<file path="src/rtl/instr_mem_loader.sv">
// Instruction-memory controller: loads a program from a byte stream while holding
// the CPU in reset, then serves the CPU's combinational instruction fetch.
module instr_mem_loader #(
    parameter int unsigned SIZE   = 16,
    parameter int unsigned ADDR_W = $clog2(SIZE)
) (
    input  logic              clk,
    input  logic              rst,
    input  logic              run,
    input  logic              load_start,
    input  logic [ADDR_W:0]   load_len,
    input  logic [7:0]        byte_data,
    input  logic              byte_valid,
    output logic              byte_ready,
    output logic              load_done,
    output logic              busy,
    output logic              cpu_rst,
    input  logic [31:0]       fetch_addr,
    output logic [31:0]       fetch_data
);

    localparam logic [31:0] NOP = 32'h00000013;

    typedef enum logic [1:0] {
        S_IDLE = 2'd0,
        S_LOAD = 2'd1,
        S_RUN  = 2'd2
    } state_e;

    state_e            state_q;
    logic [1:0]        cnt_q;
    logic [ADDR_W-1:0] waddr_q;
    logic [ADDR_W-1:0] last_q;
    logic [23:0]       asm_q;
    logic              done_q;
    logic [31:0]       mem_q [SIZE];

    logic [ADDR_W-1:0] last_d;
    logic [31:0]       word_d;
    logic              unused_fetch_hi;

    // Index of the final word to load: 0 or oversized lengths mean a full load.
    always_comb begin
        last_d = ADDR_W'(SIZE - 1);
        if (load_len != '0 && load_len <= (ADDR_W+1)'(SIZE)) begin
            last_d = ADDR_W'(load_len - (ADDR_W+1)'(1));
        end
    end

    assign word_d = {byte_data, asm_q};

    always_ff @(posedge clk or posedge rst) begin
        if (rst) begin
            state_q <= S_IDLE;
            cnt_q   <= '0;
            waddr_q <= '0;
            last_q  <= '0;
            asm_q   <= '0;
            done_q  <= 1'b0;
            for (int i = 0; i < int'(SIZE); i++) begin
                mem_q[i] <= NOP;
            end
        end else begin
            done_q <= 1'b0;
            case (state_q)
                S_IDLE, S_RUN: begin
                    if (load_start) begin
                        state_q <= S_LOAD;
                        cnt_q   <= '0;
                        waddr_q <= '0;
                        asm_q   <= '0;
                        last_q  <= last_d;
                    end else if (state_q == S_IDLE && run) begin
                        state_q <= S_RUN;
                    end
                end
                S_LOAD: begin
                    if (byte_valid) begin
                        if (cnt_q == 2'd3) begin
                            // Fourth byte completes the little-endian word.
                            mem_q[waddr_q] <= word_d;
                            waddr_q        <= waddr_q + ADDR_W'(1);
                            cnt_q          <= '0;
                            asm_q          <= '0;
                            if (waddr_q == last_q) begin
                                state_q <= S_RUN;
                                done_q  <= 1'b1;
                            end
                        end else begin
                            case (cnt_q)
                                2'd0:    asm_q[7:0]   <= byte_data;
                                2'd1:    asm_q[15:8]  <= byte_data;
                                default: asm_q[23:16] <= byte_data;
                            endcase
                            cnt_q <= cnt_q + 2'd1;
                        end
                    end
                end
                default: state_q <= S_IDLE;
            endcase
        end
    end

    assign byte_ready = (state_q == S_LOAD);
    assign busy       = (state_q == S_LOAD);
    assign cpu_rst    = (state_q != S_RUN);
    assign load_done  = done_q;

    // Fetch wraps modulo SIZE; upper address bits are intentionally ignored.
    assign fetch_data      = (state_q == S_RUN) ? mem_q[fetch_addr[ADDR_W-1:0]] : NOP;
    assign unused_fetch_hi = ^fetch_addr[31:ADDR_W];

endmodule

</file>
<file path="config.mk">
export PLATFORM = sky130hd
export DESIGN_NAME = instr_mem_loader
export DESIGN_NICKNAME = d
export VERILOG_FILES = /design/src/rtl/instr_mem_loader.sv
export SDC_FILE = /design/constraint.sdc
export NUM_CORES = 1
export LEC_CHECK = 0
export ABC_CLOCK_PERIOD_IN_PS = 38200
export BUFFER_PORTS_ARGS = -buffer_cell sky130_fd_sc_hd__buf_2
export CAP_MARGIN = 25
export CORE_ASPECT_RATIO = 0.8
export CORE_MARGIN = 1.5
export CORE_UTILIZATION = 38
export DETAILED_ROUTE_END_ITERATION = 16
export HOLD_SLACK_MARGIN = 0.06
export SYNTH_ARGS = -nofsm -noshare
export SYNTH_HDL_FRONTEND = slang
export SYNTH_SLANG_ARGS = --single-unit
export TNS_END_PERCENT = 30
</file>
<file path="constraint.sdc">
create_clock -name clk -period 38.2 [get_ports clk]
set_clock_uncertainty 0.05 [all_clocks]
set_input_delay 5.73 -clock clk [delete_from_list [all_inputs] [get_ports clk]]
set_output_delay 5.73 -clock clk [all_outputs]
set_load 0.01 [all_outputs]
</file>
**After elaboration in Yosys (flattened, before gate mapping)**

Cells that the tools add are included.
Widths: inputs -> output; s select.

- $add $sub $neg: 3
- Order comparisons: 4
- Equal/unequal tests: 14
- Multiplexer cells: 33
- Bitwise operators: 2
- Reductions and logical operators: 17

Operators with widths:

| operator | number |
|---|---|
| $bwmux 512 | 1 |
| $bmux 32 s4 | 1 |
| $demux 32 s4 | 1 |
| $mux 32 | 4 |
| $mux 24 | 3 |
| $pmux 24 s2 | 1 |
| $mux 8 | 3 |
| $reduce_and 4->1 | 5 |
| $mux 2 | 8 |
| $mux 4 | 4 |
| $ge 5x5->1 const B | 2 |
| $not 4->5 | 2 |
| $pmux 2 s2 | 2 |
| $pmux 4 s2 | 1 |
| $ne 2x2->1 const B | 3 |
| $ne 3x1->1 const B | 2 |
| $reduce_and 3->1 | 2 |
| $le 5x5->1 const B | 1 |
| $lt 5x1->1 const B | 1 |
| $reduce_bool 5->1 | 1 |
| $add 4x1->4 const B | 1 |
| $eq 2x1->1 const B | 2 |
| $eq 2x2->1 const B | 2 |
| $eq 4x4->1 | 1 |
| 11 further kinds | 19 |

- Register bits after elaboration: 549
- Input port bits: 50
- Output and inout bits: 36
- Word-level logic and storage cells: 97

**Longest topological paths before layout**

Gate-level depths: netlist of the first run.

- Depth in word-level cells: 6
- Depth in mapped cells: 7
- Mapped depth without buffers: 6

**Worst setup path after synthesis of the first run**

OpenSTA, ideal clock, no wires.

- Kind: input -> output
- Start point: input fetch_addr[1]
- End point: output fetch_data[11]
- Arrival time: 7.114 ns
- Data required time: 32.420 ns
- Setup slack: 25.306 ns
- Cell stages on the path: 5
- Buffers on the path: 2
- Cell sequence: buf_2 clkbuf_1 mux4_2 a22o_1 a221o_1

- Longest elaborated chain between the ends: 5

RTL lines:

| element | line | text |
|---|---|---|
| from (decl) | 18 | `input logic [31:0] fetch_addr,` |
| $not 4->5 (not written as such) | 110 | `assign fetch_data = (state_q == S_RUN) ? mem_q[fetch_addr[ADDR_W-1:0]] : NOP;` |
| $bmux 32 s4 | 110 |  |
| $mux 32 (not written as such) (2 in series) | 110 |  |
| $mux 32 | 110 |  |
| to (decl) | 19 | `output logic [31:0] fetch_data` |

Every way passes these cells. The select of a mux whose other input is x is not followed.

**Final worst setup path of the first run**

- Start point: input fetch_addr[2]
- End point: output fetch_data[22]

The elaborated chain is that of the path after synthesis.

==> results_dict.tcl, run 1 <==
set metrics [dict create \
    setup_tns_ns 0 \
    insertion_delay_ns 0.61 \
    drv_slew 0 \
    grt_pass1_wl_mm 93.50 \
    final_hold_viol_count 0 \
    slew_headroom_pct 28.32 \
    place.port_buffers 57 \
    fmax_ghz 0.06945 \
    initial_utilization_pct 38.31 \
    cts_buffers 55 \
    synth_area_per_cell_sq_um 15.86 \
    ioPinCount 86 \
    avgViaCountPerCell 5.475 \
    cts_num_sinks 549 \
    dpl.hpwl_mm 33.82 \
    grt_max_degree 177 \
    core_area_sq_um 65580 \
    cts-resized-gates 0 \
    p_comb_share_pct 10.4 \
    finalSetupViolations 0 \
    antenna_left 0 \
    final_util_pct 42.67 \
    p_int_mw 1.045 \
    grt_pass1_vias 14760 \
    synth_fa_ha_area_share_pct 0.3984 \
    yosys.area_share.simple_pct 1.982 \
    chipWidth_um 290.5 \
    clockBufferDepth 3 \
    clk_pin_slew_worst_paths_ns 0.06 \
    tightest_slew_ns 1.075 \
    power_density_nw_per_um2 50.74 \
    cts_setup_buffers 0 \
    row_count 84 \
    grt_usage_pct 18.27 \
    overflow 0 \
    routedWlPerCell_um 24.19 \
    synth_edf_count 0 \
    route.detailed.drc 0 \
    synth_compound_area_share_pct 3.083 \
    clockRootBuffer "clkbuf_16" \
    cp.required_ns 32.42 \
    synth_top_family_by_area "multiplexers" \
    die_area_sq_um 67680 \
    path_class "in2out" \
    async_flop_share_pct 100.0 \
    syn_area_sq_um 25120 \
    grt_setup_unrepaired "no" \
    yosys_warnings 0 \
    antenna_cells 0 \
    mostFrequentLayoutCells "dfrtp_1 (501), mux2_2 (360), mux2_1 (122)" \
    synth_nets 1642 \
    nets 1648 \
    worstPathMaxFanout 44 \
    num_vias 13670 \
    p_sw_mw 0.3746 \
    htree_levels 2 \
    synth_xor_area_share_pct 0.3137 \
    drt_first_pass_iters 4 \
    ys_seq_area_share_pct 54.92 \
    hold_ws_ns 0.4319 \
    syn2layout_area_growth_pct 11.38 \
    ys_types 49 \
    die_h_um 233.0 \
    min_period_ns 14.40 \
    vdd_drop_max_mv 0.03425 \
    maxCapViolCount 0 \
    muxShareOfSynthArea_pct 36.28 \
    clkPwrFrac_pct 40.3 \
    swShare_pct 26.38 \
    layout_commonest_cell "dfrtp_1" \
    worst_setup_path_end_kind "output pin" \
    dr.first_iter.drc_count 738 \
    postSynthCellCount 1584 \
    p_leak_nw 13.72 \
    drt_wl_total_mm 60.38 \
    seqPwrFrac_pct 49.3 \
    min_path_type "reg2reg" \
    cts_tree "done" \
    antenna_found_initial 1 \
    period_share_pct 37.69 \
    synth_flop_cell "dfrtp_1" \
    cts_hold_buf 0 \
    startpoint_type "input port" \
    drive_gt1_share_pct 46.45 \
    outcome "completed" \
    arrival_ns 8.62 \
    synth-seq-cells 549 \
    place_congestion 0.7289 \
]
## worst max-delay path: stages
cell     delay (ns)
buf_4          0.29
buf_4          0.77
nor2b_1        0.62
buf_6          0.22
a22oi_1        0.09
a22o_1         0.28
a221o_1        0.40
buf_2          0.16
## power by group through the flow
stage	Clock [mW]	Sequential, mW	Combinational [mW]
6_report	0.572	0.700	0.148
5_1_grt	0.612	0.712	0.162
4_1_cts	0.588	0.701	0.150
3_5_place_dp	0	0.711	0.149
3_3_place_gp	0	0.705	0.145
2_1_floorplan	0	0.669	0.138
## state kept, by name, indices dropped and copies added (netlist names)
signal / cells
last_q: 4
load_done: 1
mem_q: 512
state_q: 2
waddr_q: 4
asm_q: 24
cnt_q: 2
## kinds of logic after synthesis
family	count (synthesis)
buffers and inverters	147
xor gates and xnor gates	9
adders and majority gates	8
and+or+nand+nor	79
AOI/OAI and AO/OA	99
DFF	549
muxes	693
## per-layer routing
layer	share of wire (%)	up-vias	global-route usage (%)
li1	-	5930	-
met1	47	7435	26.27
met2	46	220	29.16
met3	4.9	79	2.636
met4	2.0	2	4.483
met5	0.020	-	0
## final cells by class
| cell class | count | area [sq um] |
|---|---|---|
| Fill cell | 5880 | 37600 |
| Sequential cell | 549 | 13800 |
| Multi-Input combinational cell | 888 | 10580 |
| Clock buffer | 79 | 1619 |
| Tap cell | 860 | 1076 |
| Timing Repair Buffer | 88 | 579.3 |
| Clock inverter | 24 | 296.5 |
| Inverter | 8 | 37.54 |
## cell usage after synthesis (all sizes together) (9+ instances only)
| library cell | count | share of area [%] |
|---|---|---|
| o21ai | 9 | 0.22 |
| a221o | 11 | 0.44 |
| buf | 93 | 2.2 |
| mux2i | 67 | 2.7 |
| clkbuf | 46 | 0.69 |
| and3 | 12 | 0.30 |
| a22oi | 11 | 0.33 |
| mux2 | 512 | 23 |
| mux4 | 114 | 10 |
| dfrtp | 501 | 50 |
| o22ai | 18 | 0.45 |
| nand2 | 19 | 0.40 |
| nor2 | 13 | 0.19 |
| dfstp | 48 | 5.0 |
| a22o | 36 | 1.3 |
## per-stage QoR
step	power, mW	cell area (sq um)	std cells	setup slack [ns]
floorplan	0.8065	25120	1584	17.15
global placement	0.8499	26010	2389	23.37
detailed placement	0.8599	26040	2392	23.74
CTS	1.438	27960	2495	23.74
global route	1.485	27980	2496	23.58
finish	1.420	27980	2496	23.80
## path summary, 6_finish.rpt
kind	end	cells after the start	slack [ns]	from
max reg2reg	mem_q[398]	6	35.34	cnt_q[0]
min	mem_q[12]	1	0.43	mem_q[12]
min reg2reg	mem_q[12]	1	0.43	mem_q[12]
max	fetch_data[22]	8	23.80	fetch_addr[2]
max in group asynchronous	mem_q[79]	5	29.92	rst
min in group asynchronous	mem_q[422]	2	5.18	rst
Note: power is estimated with default switching activity, not from simulation.
==> inputs of run 2 (changes only) <==
ABC_CLOCK_PERIOD_IN_PS = 13100   (was 38200)
clock period = 13.1 ns   (was 38.2 ns; I/O delays follow)
==> run 2 against run 1 <==
  * Worst hold slack improved by 0.00096 ns
  * Sequential share of layout area down 0.16 points
  * Global-route usage rose by 0.45 points
  * Critical endpoint unchanged
  * Highest routed layer unchanged
==> results_dict.tcl, run 2 (synthesized netlist as in run 1, its figures left out) <==
set metrics [dict create \
    insertion_delay_ns 0.60 \
    route.detailed.drc 0 \
    chipWidth_um 290.5 \
    antenna_cells 0 \
    grt_max_degree 166 \
    cts-resized-gates 0 \
    cts_num_sinks 549 \
    worstPathMaxFanout 82 \
    min_from "mem_q[51]" \
    arrival_ns 4.97 \
    worst_slack_ns 6.112 \
    place_congestion 0.7171 \
    period_share_pct 53.34 \
    avgViaCountPerCell 5.549 \
    cts_hold_buf 0 \
    tightest_slew_ns 1.083 \
    drt_first_pass_iters 4 \
    setup_tns_ns 0 \
    core_area_sq_um 65580 \
    row_count 84 \
    r2r-start "cnt_q[0]" \
    startpoint_type "input port" \
    antenna_found_initial 1 \
    slew_headroom_pct 27.49 \
    path_class "in2out" \
    regMostFlops "mem_q" \
    mostFrequentLayoutCells "dfrtp_1 (501), mux2_2 (360), mux2_1 (122)" \
    nFillCells 5874 \
    place.port_buffers 57 \
    grt_setup_unrepaired "no" \
    dr.first_iter.drc_count 852 \
    grt_pass1_vias 14960 \
    overflow 0 \
    p_leak_nw 13.75 \
    initial_utilization_pct 38.31 \
    num_vias 13860 \
    cts_setup_buffers 0 \
    min_path_type "reg2reg" \
    pre_cts_slack_ns 6.072 \
    outcome "completed" \
    clockBufferDepth 3 \
    worst_setup_path_end_kind "output pin" \
    ioPinCount 86 \
    nets 1651 \
    grt_pass1_wl_mm 95.36 \
    power_density_nw_per_um2 147.1 \
    reg_top3 "mem_q (512), asm_q (24)" \
    drv_slew 0 \
    hold_ws_ns 0.4328 \
    die_h_um 233.0 \
    min_period_ns 6.988 \
    grt_usage_pct 18.72 \
    power_mw 4.131 \
    antenna_left 0 \
    routedWlPerCell_um 24.73 \
    cts_tree "done" \
    cp.required_ns 11.09 \
    htree_levels 2 \
    layout_commonest_cell "dfrtp_1" \
    dpl.hpwl_mm 33.58 \
    drt_wl_total_mm 61.75 \
    largest_register_ffs 512 \
    clockRootBuffer "clkbuf_16" \
    vdd_drop_max_mv 0.09359 \
    cts_buffers 55 \
    clk_pin_slew_worst_paths_ns 0.06 \
    die_area_sq_um 67680 \
    final_util_pct 42.81 \
    syn2layout_area_growth_pct 11.74 \
    maxCapViolCount 0 \
    fmax_ghz 0.1431 \
    drive_gt1_share_pct 46.37 \
    startpoint "fetch_addr[1]" \
    finalSetupViolations 0 \
    final_hold_viol_count 0 \
]
run 2: changes by cell type in the layout (fill, tap and decap cells not counted), sizes merged:
cell	before	now
bufinv	7	5
clkbuf	80	86
inv	8	7
buf	87	90
clkinv	16	11
run 2: worst paths after layout:
path	endpoint	slack, ns	cells past startpoint
max	fetch_data[22]	6.11	7
max reg2reg	mem_q[200]	10.26	6
min in group asynchronous	mem_q[454]	1.23	2
min	mem_q[51]	0.43	1
min reg2reg	mem_q[51]	0.43	1
max in group asynchronous	mem_q[105]	9.60	7
run 2: cell type report:
class                   instances  area, sq um  share of cell area (%)
clock buffers                  85         1682                   5.990
clock inverters                16        211.5                  0.7532
inverters                       8        33.78                  0.1203
multi-input cells             888        10580                   37.69
flip-flops and latches        549        13800                   49.15
well taps                     860         1076                   3.833
repair buffers                 91        690.7                   2.460
run 2: through the flow:
| stage | instances | cell area, sq um |
|---|---|---|
| after CTS | 2491 | 27910 |
| after global placement | 2390 | 26020 |
| after global routing | 2497 | 28070 |
| final | 2497 | 28070 |
| after floorplan | 1584 | 25130 |
| after detailed placement | 2390 | 26020 |
run 2: where the power goes:
group | internal [mW] | leakage [nW] | switching (mW)
clock | 0.978 | 0.937 | 0.665
sequential | 1.84 | 7.43 | 0.205
combinational | 0.218 | 5.38 | 0.226
total | 3.04 | 13.8 | 1.10
run 2: critical path: stages:
cell     delay, ns
buf_6         0.68
buf_4         0.90
mux2i_1       0.27
a22oi_1       0.13
a22o_1        0.28
a221o_1       0.40
buf_2         0.16
run 2: routing by layer:
| metal | track usage (%) | up-vias | share of wire, % |
|---|---|---|---|
| met4 | 4.728 | 2 | 2.1 |
| met1 | 26.59 | 7598 | 47 |
| met3 | 2.904 | 90 | 3.7 |
| li1 | - | 5936 | - |
| met5 | 0 | - | 0.015 |
| met2 | 30.06 | 230 | 47 |
==> inputs of run 3 (changes only) <==
ABC_CLOCK_PERIOD_IN_PS = 5950   (was 13100)
clock period = 5.95 ns   (was 13.1 ns; I/O delays follow)
==> run 3 against run 2 <==
  * First-iteration DRC count decreased by 10%
  * Highest routed layer unchanged
  * Largest power group unchanged
  * Final cell count increased by 0.16%
  * Sequential cell count unchanged
  * Largest cell class unchanged
==> results_dict.tcl, run 3 (synthesized netlist as in run 1, its figures left out) <==
set metrics [dict create \
    startpoint_type "input port" \
    maxCapViolCount 0 \
    largest_register_ffs 512 \
    place.port_buffers 57 \
    regToRegEndpoint "mem_q[487]" \
    finalSetupViolations 0 \
    grt_pass1_wl_mm 94.16 \
    antenna_cells 0 \
    grt_max_degree 174 \
    cts-resized-gates 0 \
    routedWlPerCell_um 24.12 \
    nets 1653 \
    arrival_ns 3.30 \
    drt_first_pass_iters 4 \
    hold_ws_ns 0.1362 \
    reg_top3 "mem_q (512), asm_q (24)" \
    r2r_setup_slack_ns 3.25 \
    setup_tns_ns 0 \
    avgViaCountPerCell 5.487 \
    drv_slew 0 \
    p_comb_share_pct 10.6 \
    p_leak_nw 13.72 \
    period_share_pct 71.38 \
    syn2layout_area_growth_pct 11.49 \
    dpl.hpwl_mm 33.69 \
    regMostFlops "mem_q" \
    die_h_um 233.0 \
    insertion_delay_ns 0.61 \
    clockBufferDepth 3 \
    cts_setup_buffers 0 \
    dr.first_iter.drc_count 763 \
    r2r-start "cnt_q[0]" \
    swShare_pct 26.66 \
    row_count 84 \
    seqCellArea_sq_um 13800 \
    seqPwrFrac_pct 49.8 \
    outcome "completed" \
    cts_num_sinks 549 \
    cp.required_ns 5.01 \
    ioPinCount 86 \
    layout_commonest_cell "dfrtp_1" \
    worstPathMaxFanout 61 \
    antenna_left 0 \
    startpoint "fetch_addr[0]" \
    p_sw_mw 2.406 \
    p_int_mw 6.618 \
    tightest_slew_ns 1.079 \
    mostFrequentLayoutCells "dfrtp_1 (501), mux2_2 (360), mux2_1 (122)" \
    min_path_type "in2async" \
    slew_headroom_pct 27.99 \
    worst_setup_path_end_kind "output pin" \
    antenna_found_initial 1 \
    vdd_drop_max_mv 0.2623 \
    place_congestion 0.6989 \
    path_class "in2out" \
    clk_pin_slew_worst_paths_ns 0.06 \
    grt_setup_unrepaired "no" \
    power_density_nw_per_um2 322.1 \
    setup.worst_path.end "fetch_data[29]" \
    cts_hold_buf 0 \
    grt_pass1_vias 15020 \
    min_period_ns 4.247 \
    num_vias 13720 \
    clockRootBuffer "clkbuf_16" \
    grt_usage_pct 18.31 \
    cts_buffers 57 \
    clkPwrFrac_pct 39.6 \
    final_hold_viol_count 0 \
    reg2reg_depth 6 \
    chipWidth_um 290.5 \
    initial_utilization_pct 38.31 \
    drt_wl_total_mm 60.33 \
    route.detailed.drc 0 \
    htree_levels 2 \
    drive_gt1_share_pct 46.13 \
    core_area_sq_um 65580 \
    fmax_ghz 0.2354 \
    multi_input_area_sq_um 10580 \
    die_area_sq_um 67680 \
    nFillCells 5954 \
    overflow 0 \
    cts_tree "done" \
]
run 3: cell types whose count changed in the layout (fill, tap and decap cells not counted), sizes merged:
cell | before | now
bufinv | 5 | 2
clkbuf | 86 | 94
clkinv | 11 | 7
clkinvlp | 1 | 2
inv | 7 | 9
run 3: worst max-delay path: stages:
cell and delay (ns):
clkbuf_8 0.64, buf_12 0.52, mux4_2 0.58, mux2i_1 0.22
o22ai_1 0.18, buf_2 0.20
run 3: worst min-delay path by stage:
stage               slack [ns]         end  cells after the start         from
CTS                       0.41   last_q[0]                      2  load_len[0]
floorplan                 0.41  mem_q[163]                      1   mem_q[163]
global placement          0.42  mem_q[268]                      1   mem_q[268]
global route              0.12  mem_q[485]                      2          rst
detailed placement        0.43  mem_q[264]                      1   mem_q[264]
finish                    0.14  mem_q[485]                      2          rst
run 3: stage by stage:
step / cell area, sq um / power (mW) / setup slack [ns] / cells / util (%)
2_1_floorplan: 25130 / 5.180 / -2.423 / 1584 / -
3_3_place_gp: 26100 / 5.478 / 1.633 / 2394 / 39.80
3_5_place_dp: 26120 / 5.541 / 1.655 / 2395 / 39.82
4_1_cts: 27990 / 9.139 / 1.658 / 2500 / 42.68
5_1_grt: 28010 / 9.442 / 1.558 / 2501 / 42.71
6_report: 28010 / 9.024 / 1.703 / 2501 / 42.71
run 3: power by group through the flow:
stage	Combinational, mW	Sequential (mW)	Clock [mW]
6_report	0.958	4.50	3.57
5_1_grt	1.05	4.57	3.82
4_1_cts	0.976	4.50	3.66
3_5_place_dp	0.973	4.57	0
3_3_place_gp	0.944	4.53	0
2_1_floorplan	0.884	4.30	0
run 3: cell type report:
type	instances	share of cell area, %
inverters	8	0.1206
clock inverters	12	0.4288
clock buffers	93	6.263
well taps	860	3.842
multi-input cells	888	37.75
repair buffers	91	2.332
flip-flops and latches	549	49.26
run 3: per-layer routing:
metal / track usage [%] / routed length [um] / vias up
met4: 5.268 / 1428 / 2
met1: 25.66 / 28570 / 7494
li1: - / - / 5929
met3: 2.846 / 2301 / 85
met5: 0 / 9 / -
met2: 29.55 / 28030 / 214
